`config.mk`:
```
export PLATFORM = sky130hd
export DESIGN_NAME = sp_access_ctrl_flat
export DESIGN_NICKNAME = d
export VERILOG_FILES = /design/src/rtl/sp_access_ctrl_if.sv /design/src/rtl/sp_access_ctrl.sv /design/src/flat_wrapper.sv
export SDC_FILE = /design/constraint.sdc
export NUM_CORES = 1
export LEC_CHECK = 0
export CAP_MARGIN = 40
export CORE_MARGIN = 4
export CORE_UTILIZATION = 40
export CTS_CLUSTER_DIAMETER = 50
export DETAILED_ROUTE_END_ITERATION = 8
export DONT_BUFFER_PORTS = 1
export GPL_TIMING_DRIVEN = 0
export PLACE_DENSITY_LB_ADDON = 0.15
export SLEW_MARGIN = 10
export SYNTH_ARGS = -nofsm -noshare
export SYNTH_HDL_FRONTEND = slang
export SYNTH_SLANG_ARGS = --single-unit
```
`constraint.sdc`:
```
create_clock -name clk -period 2.7 [get_ports clk]
set_clock_uncertainty 0.1 [all_clocks]
set_input_delay 0.405 -clock clk [delete_from_list [all_inputs] [get_ports clk]]
set_output_delay 0.405 -clock clk [all_outputs]
set_load 0.05 [all_outputs]
```
`src/rtl/sp_access_ctrl_if.sv`:
```
// sp_access_ctrl_if: request, scratchpad and response signals of the scratchpad access sequencer
//   slave  : the sequencer (receives requests, drives the scratchpad strobes and responses)
//   master : the requester / scratchpad side (drives requests and sp_rdata)
//   req_*  : single-request handshake (valid/ready) with op, src, dst, wdata
//   sp_*   : addr/rd/wr/wdata strobes to the decoder, rdata back (combinational)
//   rsp_*  : one-cycle completion pulse with data, H:L pointer and error flag
interface sp_access_ctrl_if;
    logic        req_valid;
    logic        req_ready;
    logic [1:0]  req_op;
    logic [2:0]  req_src;
    logic [2:0]  req_dst;
    logic [7:0]  req_wdata;
    logic [2:0]  sp_addr;
    logic        sp_rd;
    logic        sp_wr;
    logic [7:0]  sp_wdata;
    logic [7:0]  sp_rdata;
    logic        rsp_valid;
    logic [7:0]  rsp_data;
    logic [13:0] rsp_addr;
    logic        rsp_err;

    modport slave (
        input  req_valid, req_op, req_src, req_dst, req_wdata, sp_rdata,
        output req_ready, sp_addr, sp_rd, sp_wr, sp_wdata,
               rsp_valid, rsp_data, rsp_addr, rsp_err
    );

    modport master (
        output req_valid, req_op, req_src, req_dst, req_wdata, sp_rdata,
        input  req_ready, sp_addr, sp_rd, sp_wr, sp_wdata,
               rsp_valid, rsp_data, rsp_addr, rsp_err
    );
endinterface

```
`src/rtl/sp_access_ctrl.sv`:
```
// sp_access_ctrl: sequences RD/WR/MOV/HL requests into scratchpad addr/rd/wr strobes
//   clk   : single clock, rising edge
//   rst_n : asynchronous active-low reset
//   bus   : sp_access_ctrl_if.slave (request handshake, scratchpad strobes, response)
//   Optional feature macro SP_CTRL_HL_EN enables the H:L pointer fetch (req_op=3);
//   without it op 3 is rejected and rsp_addr is tied to 0.
module sp_access_ctrl (
    input  logic            clk,
    input  logic            rst_n,
    sp_access_ctrl_if.slave bus
);
    localparam logic [1:0] OP_RD  = 2'd0;
    localparam logic [1:0] OP_WR  = 2'd1;
    localparam logic [1:0] OP_MOV = 2'd2;
    localparam logic [1:0] OP_HL  = 2'd3;
    localparam logic [2:0] REG_M  = 3'd7;
`ifdef SP_CTRL_HL_EN
    localparam logic [2:0] REG_H  = 3'd5;
    localparam logic [2:0] REG_L  = 3'd6;
    localparam logic       HL_EN  = 1'b1;
`else
    localparam logic       HL_EN  = 1'b0;
`endif

    typedef enum logic [2:0] {IDLE, RD, WR, MOV_RD, MOV_WR, HL_H, HL_L, RESP} state_t;

    state_t      state_q, state_d;
    logic [2:0]  dst_q, dst_d;
    logic [7:0]  temp_q, temp_d;
    logic [2:0]  sp_addr_q, sp_addr_d;
    logic        sp_rd_q, sp_rd_d;
    logic        sp_wr_q, sp_wr_d;
    logic [7:0]  sp_wdata_q, sp_wdata_d;
    logic        rsp_valid_q, rsp_valid_d;
    logic [7:0]  rsp_data_q, rsp_data_d;
    logic        rsp_err_q, rsp_err_d;
`ifdef SP_CTRL_HL_EN
    logic [5:0]  h_q, h_d;
    logic [13:0] rsp_addr_q, rsp_addr_d;
`endif
    logic        uses_src, uses_dst, illegal;

    assign uses_src = (bus.req_op == OP_RD) || (bus.req_op == OP_MOV);
    assign uses_dst = (bus.req_op == OP_WR) || (bus.req_op == OP_MOV);
    assign illegal  = (uses_src && bus.req_src == REG_M) || (uses_dst && bus.req_dst == REG_M) ||
                      (bus.req_op == OP_HL && !HL_EN);

    // Strobes are computed for the state being entered so they come straight from flops.
    always_comb begin
        state_d     = state_q;
        dst_d       = dst_q;
        temp_d      = temp_q;
        sp_addr_d   = 3'd0;
        sp_rd_d     = 1'b0;
        sp_wr_d     = 1'b0;
        sp_wdata_d  = 8'd0;
        rsp_valid_d = 1'b0;
        rsp_data_d  = rsp_data_q;
        rsp_err_d   = rsp_err_q;
`ifdef SP_CTRL_HL_EN
        h_d         = h_q;
        rsp_addr_d  = rsp_addr_q;
`endif
        case (state_q)
            IDLE: begin
                if (bus.req_valid) begin
                    dst_d = bus.req_dst;
                    if (illegal) begin
                        state_d     = RESP;
                        rsp_valid_d = 1'b1;
                        rsp_err_d   = 1'b1;
                    end else begin
                        case (bus.req_op)
                            OP_RD: begin
                                state_d   = RD;
                                sp_rd_d   = 1'b1;
                                sp_addr_d = bus.req_src;
                            end
                            OP_WR: begin
                                state_d    = WR;
                                sp_wr_d    = 1'b1;
                                sp_addr_d  = bus.req_dst;
                                sp_wdata_d = bus.req_wdata;
                            end
                            OP_MOV: begin
                                state_d   = MOV_RD;
                                sp_rd_d   = 1'b1;
                                sp_addr_d = bus.req_src;
                            end
                            default: begin
`ifdef SP_CTRL_HL_EN
                                state_d   = HL_H;
                                sp_rd_d   = 1'b1;
                                sp_addr_d = REG_H;
`endif
                            end
                        endcase
                    end
                end
            end
            RD: begin
                state_d     = RESP;
                rsp_valid_d = 1'b1;
                rsp_err_d   = 1'b0;
                rsp_data_d  = bus.sp_rdata;
            end
            WR: begin
                state_d     = RESP;
                rsp_valid_d = 1'b1;
                rsp_err_d   = 1'b0;
            end
            MOV_RD: begin
                // The write is issued from the captured value, so src==dst is harmless.
                state_d    = MOV_WR;
                temp_d     = bus.sp_rdata;
                sp_wr_d    = 1'b1;
                sp_addr_d  = dst_q;
                sp_wdata_d = bus.sp_rdata;
            end
            MOV_WR: begin
                state_d     = RESP;
                rsp_valid_d = 1'b1;
                rsp_err_d   = 1'b0;
                rsp_data_d  = temp_q;
            end
`ifdef SP_CTRL_HL_EN
            HL_H: begin
                state_d   = HL_L;
                h_d       = bus.sp_rdata[5:0];
                sp_rd_d   = 1'b1;
                sp_addr_d = REG_L;
            end
            HL_L: begin
                state_d     = RESP;
                rsp_valid_d = 1'b1;
                rsp_err_d   = 1'b0;
                rsp_addr_d  = {h_q, bus.sp_rdata};
            end
`endif
            default: state_d = IDLE;
        endcase
    end

    always_ff @(posedge clk or negedge rst_n) begin
        if (!rst_n) begin
            state_q     <= IDLE;
            dst_q       <= 3'd0;
            temp_q      <= 8'd0;
            sp_addr_q   <= 3'd0;
            sp_rd_q     <= 1'b0;
            sp_wr_q     <= 1'b0;
            sp_wdata_q  <= 8'd0;
            rsp_valid_q <= 1'b0;
            rsp_data_q  <= 8'd0;
            rsp_err_q   <= 1'b0;
`ifdef SP_CTRL_HL_EN
            h_q         <= 6'd0;
            rsp_addr_q  <= 14'd0;
`endif
        end else begin
            state_q     <= state_d;
            dst_q       <= dst_d;
            temp_q      <= temp_d;
            sp_addr_q   <= sp_addr_d;
            sp_rd_q     <= sp_rd_d;
            sp_wr_q     <= sp_wr_d;
            sp_wdata_q  <= sp_wdata_d;
            rsp_valid_q <= rsp_valid_d;
            rsp_data_q  <= rsp_data_d;
            rsp_err_q   <= rsp_err_d;
`ifdef SP_CTRL_HL_EN
            h_q         <= h_d;
            rsp_addr_q  <= rsp_addr_d;
`endif
        end
    end

    assign bus.req_ready = (state_q == IDLE);
    assign bus.sp_addr   = sp_addr_q;
    assign bus.sp_rd     = sp_rd_q;
    assign bus.sp_wr     = sp_wr_q;
    assign bus.sp_wdata  = sp_wdata_q;
    assign bus.rsp_valid = rsp_valid_q;
    assign bus.rsp_data  = rsp_data_q;
    assign bus.rsp_err   = rsp_err_q;
`ifdef SP_CTRL_HL_EN
    assign bus.rsp_addr  = rsp_addr_q;
`else
    assign bus.rsp_addr  = 14'd0;
`endif
endmodule
```
`src/flat_wrapper.sv`:
```
// flat-port wrapper written by rule: the top's interface ports become plain ports
module sp_access_ctrl_flat 
  (clk, rst_n, bus_req_valid, bus_req_op, bus_req_src, bus_req_dst, bus_req_wdata, bus_sp_rdata, bus_req_ready, bus_sp_addr, bus_sp_rd, bus_sp_wr, bus_sp_wdata, bus_rsp_valid, bus_rsp_data, bus_rsp_addr, bus_rsp_err);
  sp_access_ctrl_if bus_i ();
  input  logic clk;
  input  logic rst_n;
  input wire logic [$bits(bus_i.req_valid)-1:0] bus_req_valid;
  input wire logic [$bits(bus_i.req_op)-1:0] bus_req_op;
  input wire logic [$bits(bus_i.req_src)-1:0] bus_req_src;
  input wire logic [$bits(bus_i.req_dst)-1:0] bus_req_dst;
  input wire logic [$bits(bus_i.req_wdata)-1:0] bus_req_wdata;
  input wire logic [$bits(bus_i.sp_rdata)-1:0] bus_sp_rdata;
  output wire logic [$bits(bus_i.req_ready)-1:0] bus_req_ready;
  output wire logic [$bits(bus_i.sp_addr)-1:0] bus_sp_addr;
  output wire logic [$bits(bus_i.sp_rd)-1:0] bus_sp_rd;
  output wire logic [$bits(bus_i.sp_wr)-1:0] bus_sp_wr;
  output wire logic [$bits(bus_i.sp_wdata)-1:0] bus_sp_wdata;
  output wire logic [$bits(bus_i.rsp_valid)-1:0] bus_rsp_valid;
  output wire logic [$bits(bus_i.rsp_data)-1:0] bus_rsp_data;
  output wire logic [$bits(bus_i.rsp_addr)-1:0] bus_rsp_addr;
  output wire logic [$bits(bus_i.rsp_err)-1:0] bus_rsp_err;
  assign bus_i.req_valid = bus_req_valid;
  assign bus_i.req_op = bus_req_op;
  assign bus_i.req_src = bus_req_src;
  assign bus_i.req_dst = bus_req_dst;
  assign bus_i.req_wdata = bus_req_wdata;
  assign bus_i.sp_rdata = bus_sp_rdata;
  assign bus_req_ready = bus_i.req_ready;
  assign bus_sp_addr = bus_i.sp_addr;
  assign bus_sp_rd = bus_i.sp_rd;
  assign bus_sp_wr = bus_i.sp_wr;
  assign bus_sp_wdata = bus_i.sp_wdata;
  assign bus_rsp_valid = bus_i.rsp_valid;
  assign bus_rsp_data = bus_i.rsp_data;
  assign bus_rsp_addr = bus_i.rsp_addr;
  assign bus_rsp_err = bus_i.rsp_err;
  sp_access_ctrl u_core (.clk(clk), .rst_n(rst_n), .bus(bus_i));
endmodule
```
## Yosys cells after proc, flatten, opt, wreduce, memory -nomap -nowiden

Cells that the tools add are included.

| storage, ports and cells | value |
|---|---|
| register bits | 37 |
| input bits | 27 |
| output and inout port bits | 38 |
| logic and storage cells | 64 |

| operators by class | value |
|---|---|
| equal/unequal tests | 12 |
| multiplexer cells | 27 |
| reduce and logical (&&, ||, !) cells | 15 |

Operators with widths:

| operator | count |
|---|---|
| $pmux W8 S2 | 2 |
| $mux W8 | 3 |
| $pmux W3 S3 | 2 |
| $mux W3 | 4 |
| $pmux W3 S2 | 2 |
| $mux W1 | 11 |
| $eq A3 B3 Y1 const B | 3 |
| $eq A3 B2 Y1 const B | 2 |
| $pmux W1 S2 | 3 |
| $ne A5 B1 Y1 const B | 1 |
| $eq A2 B2 Y1 const B | 2 |
| $logic_or A1 B1 Y1 | 4 |
| $reduce_and A2 Y1 | 2 |
| $reduce_bool A2 Y1 | 2 |
| $eq A3 B1 Y1 const B | 1 |
| $logic_not A3 Y1 | 1 |
| $reduce_and A3 Y1 | 1 |
| $reduce_or A3 Y1 | 1 |
| $eq A2 B1 Y1 const B | 1 |
| $logic_and A1 B1 Y1 | 2 |
| $logic_not A2 Y1 | 1 |
| $ne A2 B1 Y1 const B | 1 |
| $ne A2 B2 Y1 const B | 1 |
| $reduce_or A2 Y1 | 1 |

## Longest topological paths before layout

Gate-level depths: netlist (run 1).

| logic depth | value |
|---|---|
| word-level depth | 8 |
| mapped depth | 5 |
| depth with buffers taken out | 5 |

## Least setup slack after synthesis (run 1)

Ideal clock, no wire load.

| timing | value |
|---|---|
| path type | input to register |
| start | in bus_req_op[0] |
| end | reg u_core.sp_wdata_q[0] (netlist: u_core.bus.sp_wdata[0]) |
| library setup time | 67 ps |
| arrival time | 1,627 ps |
| data required time | 2,533 ps |
| path slack | 906 ps |
| stages | 5 |
| path buffers | 0 |
| path through | inv_1 -> ha_1 -> a41o_1 -> nor4_4 -> a22o_1 |

| between the ends | value |
|---|---|
| word-level cells in the longest chain between the ends | 8 |
| elaborated cells between the ends (all ways) | 14 |
| those cells by class | eq/ne (3); mux (4); reduce/logical (7) |

Ends and longest elaborated chain:

| item | RTL line | RTL |
|---|---|---|
| start, declared | flat_wrapper.sv:8 | `input wire logic [$bits(bus_i.req_op)-1:0] bus_req_op;` |
| $eq A2 B2 Y1 (tied with other cells) | sp_access_ctrl.sv:43, sp_access_ctrl.sv:44 |  |
| $logic_or A1 B1 Y1, on equally long branches | sp_access_ctrl.sv:43, sp_access_ctrl.sv:44 |  |
| $logic_and A1 B1 Y1 | sp_access_ctrl.sv:45 | `assign illegal = (uses_src && bus.req_src == REG_M) \|\| (uses_dst && bus.req_dst == REG_M) \|\|` |
| $logic_or A1 B1 Y1 (2 in series) | sp_access_ctrl.sv:45 |  |
| $mux W8 (*) | sp_access_ctrl.sv:68 | `if (illegal) begin` |
| $mux W8 (*) | sp_access_ctrl.sv:66 | `if (bus.req_valid) begin` |
| $pmux W8 S2 (*) | sp_access_ctrl.sv:64 | `case (state_q)` |
| net u_core.sp_wdata_d[0] | sp_access_ctrl.sv:33 | `logic [7:0] sp_wdata_q, sp_wdata_d;` |
| end signal, assigned | sp_access_ctrl.sv:167 | `sp_wdata_q <= sp_wdata_d;` |
| end, declared | sp_access_ctrl.sv:33 |  |

Mark *: on every way through the listed nets, which the timed path passes. The rest lies on a longest branch.
A chain may end at the register's enable or synchronous reset.

## Worst setup path after layout (run 1)

| timing | value |
|---|---|
| start | reg u_core.state_q[2] |
| end | out bus_req_ready |

| between the ends | value |
|---|---|
| word-level cells in the longest chain between the ends | 1 |

Ends and longest elaborated chain:

| item | RTL line | RTL |
|---|---|---|
| start, declared | sp_access_ctrl.sv:27 | `state_t state_q, state_d;` |
| start signal, assigned | sp_access_ctrl.sv:161 | `state_q <= state_d;` |
| $logic_not A3 Y1 | sp_access_ctrl.sv:178 | `assign bus.req_ready = (state_q == IDLE);` |
| end, declared | flat_wrapper.sv:13 | `output wire logic [$bits(bus_i.req_ready)-1:0] bus_req_ready;` |

No other way between the ends.

==> impl_metrics.ini, run 1 <==
[outcome]
outcome = finished clean

[logic_synthesis]
syn_area_per_cell_um2 = 11.7
synth-simple-area-share = 0.0820
synthFlopType = dfrtp_1
synth-xor-area-share = 0
synth_largest_area_cell = dfrtp_1
synth_top_area_share = 0.510
synthMuxAreaShare = 0.0682
yosysWarnings = 0
yosysSeqAreaShare = 0.510
yosysUniqueCellTypes = 34
synth_enable_flop_cells = 0
synth_top_family_by_area = compound AO/OA/AOI/OAI gates
ys_ff_latch = 37
syn-instance-count = 155
synth_compound_area_frac = 0.217
syn_area_mm2 = 0.00182
synth_adder_area_share = 0.0331
async_reset_ff_frac = 1.00
yosys-top-cells-area = dfrtp_1 (51%), o221ai_1 (8.2%), mux2_2 (6.8%)

[drt]
wl_met1_um = 1790
dr.pass1.iters = 4
via_per_inst = 5.59
drt_wl_total_um = 4340
route.detailed.drc = 0
wl_met3_um = 396
vias = 1285
dr_wl_met2_um = 2090
top_layer_used = met4
drt_iter0_drc = 74
ant_nets = 0
routedWlPerCell_um = 18.9

[global_route]
grt_max_degree = 38
overflow = 0
antenna_found_initial = 0
grt_usage = 0.163
grt_pass1_wl_um = 6830
grt_pass1_vias = 1365

[clock_tree]
cts_made_buffers = 5
root_buffer = clkbuf_8
htreeDepth = 2
cts_tree = done
worstSkewPairLatency_ns = 0.28
cts_sinks = 37
cts_buffer_depth = 2
cts_resized = 0
clkTransAtPathRegs_ns = 0.07

[job]
cap_violations = 0

[critical_path]
r2r_start = u_core.state_q[2]
worst_setup_path_end_kind = output pin
crit_arrival_ns = 1.54
cp_max_fo = 6
cp.required_ns = 2.19
crit_type = register to output pin
startpoint_type = register
setup.worst_path.start = u_core.state_q[2]

[min_path]
hold_class = input pin to register
hold_start = bus_req_wdata[2]

[sta]
setup_viol = 0
whs_ns = 0.147
finalHoldViolCount = 0
timing.fmax_ghz = 0.488
worst_pin_slew_ns = 0.631
worst_slack_ns = 0.651
rsz0062_at_grt = false
tns_ns = 0
final.period_utilization = 0.759
period_needed_ns = 2.05
relSlewSlack = 0.576
drv_slew = 0

[final_layout]
fin_cells = 230
seqCellArea_um2 = 926
finalNetCount = 208
stdcell_area_mm2 = 0.00208
fill_cells = 406
multi_input_area_um2 = 779
post_route_cells_drive_above_1_share = 0.208
antenna_cells = 0
syn_to_final_growth_pct = 14.3

[floorplanning]
die_area_mm2 = 0.00568
core_area_mm2 = 0.00438
rows = 24
ios = 65
die_x_um = 75.4
fp.dieH_um = 75.4
start_util = 0.414

[placement]
routabilityCongestion = 0.744
placed_cells = 220
dp_hpwl_um = 3150
pre_cts_ws_ns = 0.587
postPlaceCellArea_mm2 = 0.00193
place.port_buffers = 0

[power]
powerDensity_mw_per_mm2 = 1270
vdd_ir_drop_max_uv = 314
p_leak_nw = 0.956
logic make-up after synthesis:
family,Yosys count
AOI/OAI and AO/OA,51
adders and majority gates,5
buffers and inverters,28
DFF,37
muxes,11
other,1
and+or+nand+nor,22
final cells by class:
class | instances | share of cell area
buffer | 22 | 0.0657
clock buffer | 7 | 0.0416
clock inverter | 1 | 0.0145
inverter | 6 | 0.0108
multi-input combinational | 103 | 0.376
sequential | 37 | 0.446
tap | 52 | 0.0313
timing repair buffer | 2 | 0.0145
synthesized netlist by cell type (all sizes together) (2+ instances only):
master,count
inv,5
o221ai,17
o21ai,3
and3,2
nor2b,8
a21o,2
a32o,3
mux2,11
buf,16
or2,3
dfrtp,37
a22o,10
nor2,2
clkbuf,6
a21oi,11
ha,4
and2,2
report_power, final:
group,switching (W),total (W),internal (W)
clock network,0.000187,0.000488,0.000301
registers,0.000537,0.00131,0.000768
logic,0.000482,0.000839,0.000357
total,0.00121,0.00263,0.00143
path summary, 6_finish.rpt:
| check | to | slack [ns] | cells after the start |
|---|---|---|---|
| hold / removal | u_core.bus.sp_wdata[2] | 0.15 | 1 |
| setup reg to reg | u_core.bus.sp_wdata[1] | 0.72 | 4 |
| setup / recovery | bus_req_ready | 0.65 | 2 |
| hold reg to reg | u_core.bus.sp_addr[1] | 0.41 | 1 |
| min in group asynchronous | u_core.bus.sp_wdata[7] | 0.48 | 2 |
| max in group asynchronous | u_core.bus.rsp_data[0] | 1.85 | 2 |
per-stage QoR:
stage          utilization  power, W
6_report             0.473   0.00263
5_1_grt              0.473   0.00280
4_1_cts              0.473   0.00265
3_5_place_dp         0.440   0.00214
3_3_place_gp         0.440   0.00209
2_1_floorplan            -   0.00193
worst max-delay path, stage by stage (launching register included):
cell	delay, ns
dfrtp_1	0.40
or3_1	0.42
inv_1	0.44
cell usage in the layout, fill, tap and decap left out, types with 3 or more instances in the layout:
cell      Yosys  routed
a21oi_1      11      11
a22o_1       10      10
a32o_1        3       3
buf_4        14      14
clkbuf_1      6       7
clkbuf_8      0       6
conb_1        1      14
dfrtp_1      37      37
ha_1          4       4
inv_1         5       5
mux2_2       11      11
nor2b_1       8       8
o21ai_0       3       3
o221ai_1     17      17
sequential cells by signal (all words and copies together) (netlist names):
name and cells:
u_core.dst_q 3, u_core.temp_q 8, u_core.state_q 3, u_core.bus.rsp_valid 1, u_core.bus.sp_addr 3, u_core.bus.rsp_err 1, u_core.bus.rsp_data 8, u_core.bus.sp_wdata 8
u_core.bus.sp_wr 1, u_core.bus.sp_rd 1
metal layers:
metal | vias to the layer above | track usage
met2 | 56 | 0.253
met5 | - | 0
met3 | 5 | 0.0699
met1 | 630 | 0.206
met4 | 0 | 0.0544
li1 | 594 | -
repair_timing:
item / 4_1_cts / 5_1_grt
hold endpoints to repair: 37 / 0
setup buffers: 0 / 0
endpoints found under the setup margin: 0 / 0
hold buffers: 2 / 0
Power figures use the tool's default switching activity.
==> inputs of run 2 (changes only) <==
Clock period 2.7 ns to 1.9 ns, I/O delays scaled along.
==> run 2 against run 1 <==
  * Clock-buffer cell count did not move
  * Via count rose by 2.7%
  * Routed wire length up 0.25%
  * Die area unchanged
  * Register-to-register slack got worse by 0.57 ns
  * Global-route usage grew 0.14 points
  * Flip-flop and latch count stayed put
  * Sequential power rose by 41%
  * First-iteration DRC count fell by 6.8%
  * Critical endpoint unchanged
  * Cell area up 1.3%
==> impl_metrics.ini, run 2 (synthesis results as in run 1) <==
[outcome]
outcome = finished clean

[final_layout]
syn_to_final_growth_pct = 15.8
finish.utilization = 0.479
fill_cells = 403
finalNetCount = 210
antenna_cells = 0
most-common-layout-cells = dfrtp_1 (37), buf_4 (18), o221ai_1 (17)
final_common_cell = dfrtp_1
post_route_cells_drive_above_1_share = 0.233

[floorplanning]
core_area_mm2 = 0.00438
fp.dieH_um = 75.4
start_util = 0.414
rows = 24
ios = 65
die_area_mm2 = 0.00568
die_x_um = 75.4

[sta]
period_needed_ns = 1.80
drv_slew = 0
rsz0062_at_grt = false
setup_viol = 0
finalHoldViolCount = 0
whs_ns = 0.0260
worst_slack_ns = 0.0964
relSlewSlack = 0.620
worst_pin_slew_ns = 0.571
final.period_utilization = 0.949
timing.fmax_ghz = 0.554

[global_route]
grt_pass1_wl_um = 6890
grt_pass1_vias = 1377
grt_usage = 0.165
grt_max_degree = 38
antenna_found_initial = 0
overflow = 0

[min_path]
hold_start = bus_req_wdata[2]
min_to = u_core.bus.sp_wdata[2]
hold_depth = 1
hold_class = input pin to register

[power]
p_switching_w = 0.00172
total_power_w = 0.00376
netSwitchingFraction = 0.457
powerDensity_mw_per_mm2 = 1790
p_leak_nw = 0.967
seqPwrFrac = 0.493
cell_internal_pwr_w = 0.00204
p_comb_frac = 0.323
vdd_ir_drop_max_uv = 447
clockPowerShare = 0.184

[drt]
dr.pass1.iters = 4
route.detailed.drc = 0
drt_iter0_drc = 69
ant_nets = 0
routedWlPerCell_um = 18.8
drt_wl_total_um = 4350
via_per_inst = 5.69
vias = 1320

[critical_path]
rr_endpoint = u_core.bus.sp_addr[0]
cp_max_fo = 6
crit_arrival_ns = 1.42
worst_setup_path_end_kind = output pin
startpoint_type = register
reg2reg_depth = 4
r2r_start = u_core.state_q[2]
regToRegSetupSlack_ns = 0.15
cp.required_ns = 1.51
crit_type = register to output pin

[clock_tree]
cts_made_buffers = 5
worstSkewPairLatency_ns = 0.28
root_buffer = clkbuf_8
htreeDepth = 2
cts_sinks = 37
cts_buffer_depth = 2
cts_tree = done
clkTransAtPathRegs_ns = 0.07

[placement]
routabilityCongestion = 0.744
place.port_buffers = 0
dp_hpwl_um = 3150
pre_cts_ws_ns = -0.0928

[job]
cap_violations = 0
[run 2: cell types whose count changed in the layout (fill, tap and decap cells not counted)]
cell	delta
buf_4	+4
buf_2	-1
clkbuf_2	+1
inv_1	-1
clkinvlp_4	+1
clkbuf_1	-2
[run 2: final cells by class]
type,instances,area [um2],area share
Buffer,21,136,0.0649
Timing Repair Buffer,5,52.6,0.0250
Inverter,6,26.3,0.0125
Clock buffer,7,86.3,0.0411
Multi-Input combinational cell,103,779,0.371
Clock inverter,1,30.0,0.0143
Sequential cell,37,926,0.440
Tap cell,52,65.1,0.0310
[run 2: worst max path at each step]
stage	slack [ns]	startpoint	cells after the start	end
after global routing	0.02	u_core.state_q[0]	4	u_core.bus.rsp_data[3]
after detailed placement	-0.09	bus_req_op[0]	5	u_core.bus.sp_wdata[1]
after global placement	-0.09	bus_req_op[0]	5	u_core.bus.sp_wdata[1]
after CTS	0.04	u_core.state_q[2]	5	u_core.bus.sp_wdata[1]
after floorplan	0.17	u_core.state_q[2]	4	u_core.bus.sp_addr[0]
final	0.1	u_core.state_q[2]	2	bus_req_ready
[run 2: power groups by stage]
stage,combinational [W],sequential [W],clock (W)
after floorplan,0.000939,0.00180,0
after global placement,0.00112,0.00185,0
after detailed placement,0.00117,0.00188,0
after CTS,0.00121,0.00186,0.000715
after global routing,0.00135,0.00190,0.000753
final,0.00121,0.00185,0.000694
[run 2: timing repair]
action                                  in CTS  in global routing
hold buffers                                 2                  0
buffers inserted                             2                  1
pin swaps                                    1                  1
endpoints found under the setup margin      19                 17
resized for setup                            2                  2
endpoints found under the hold margin       37                  0
[run 2: critical path, cell delays in order, from the launching register on]
cell	delay [ns]
dfrtp_1	0.40
or3_1	0.45
clkinvlp_4	0.28
[run 2: per-layer routing]
metal  global-route usage  part of all wire
met1                0.209              0.40
met2                0.255              0.48
met3               0.0699              0.10
met4               0.0524             0.016
met5                    0                 0
[run 2: stage by stage]
step                cells  cell area [um2]  setup TNS, ns
floorplan             168             1860              0
global placement      220             1930         -0.571
detailed placement    220             1930         -0.569
CTS                   232             2100              0
global route          232             2100              0
finish                232             2100              0
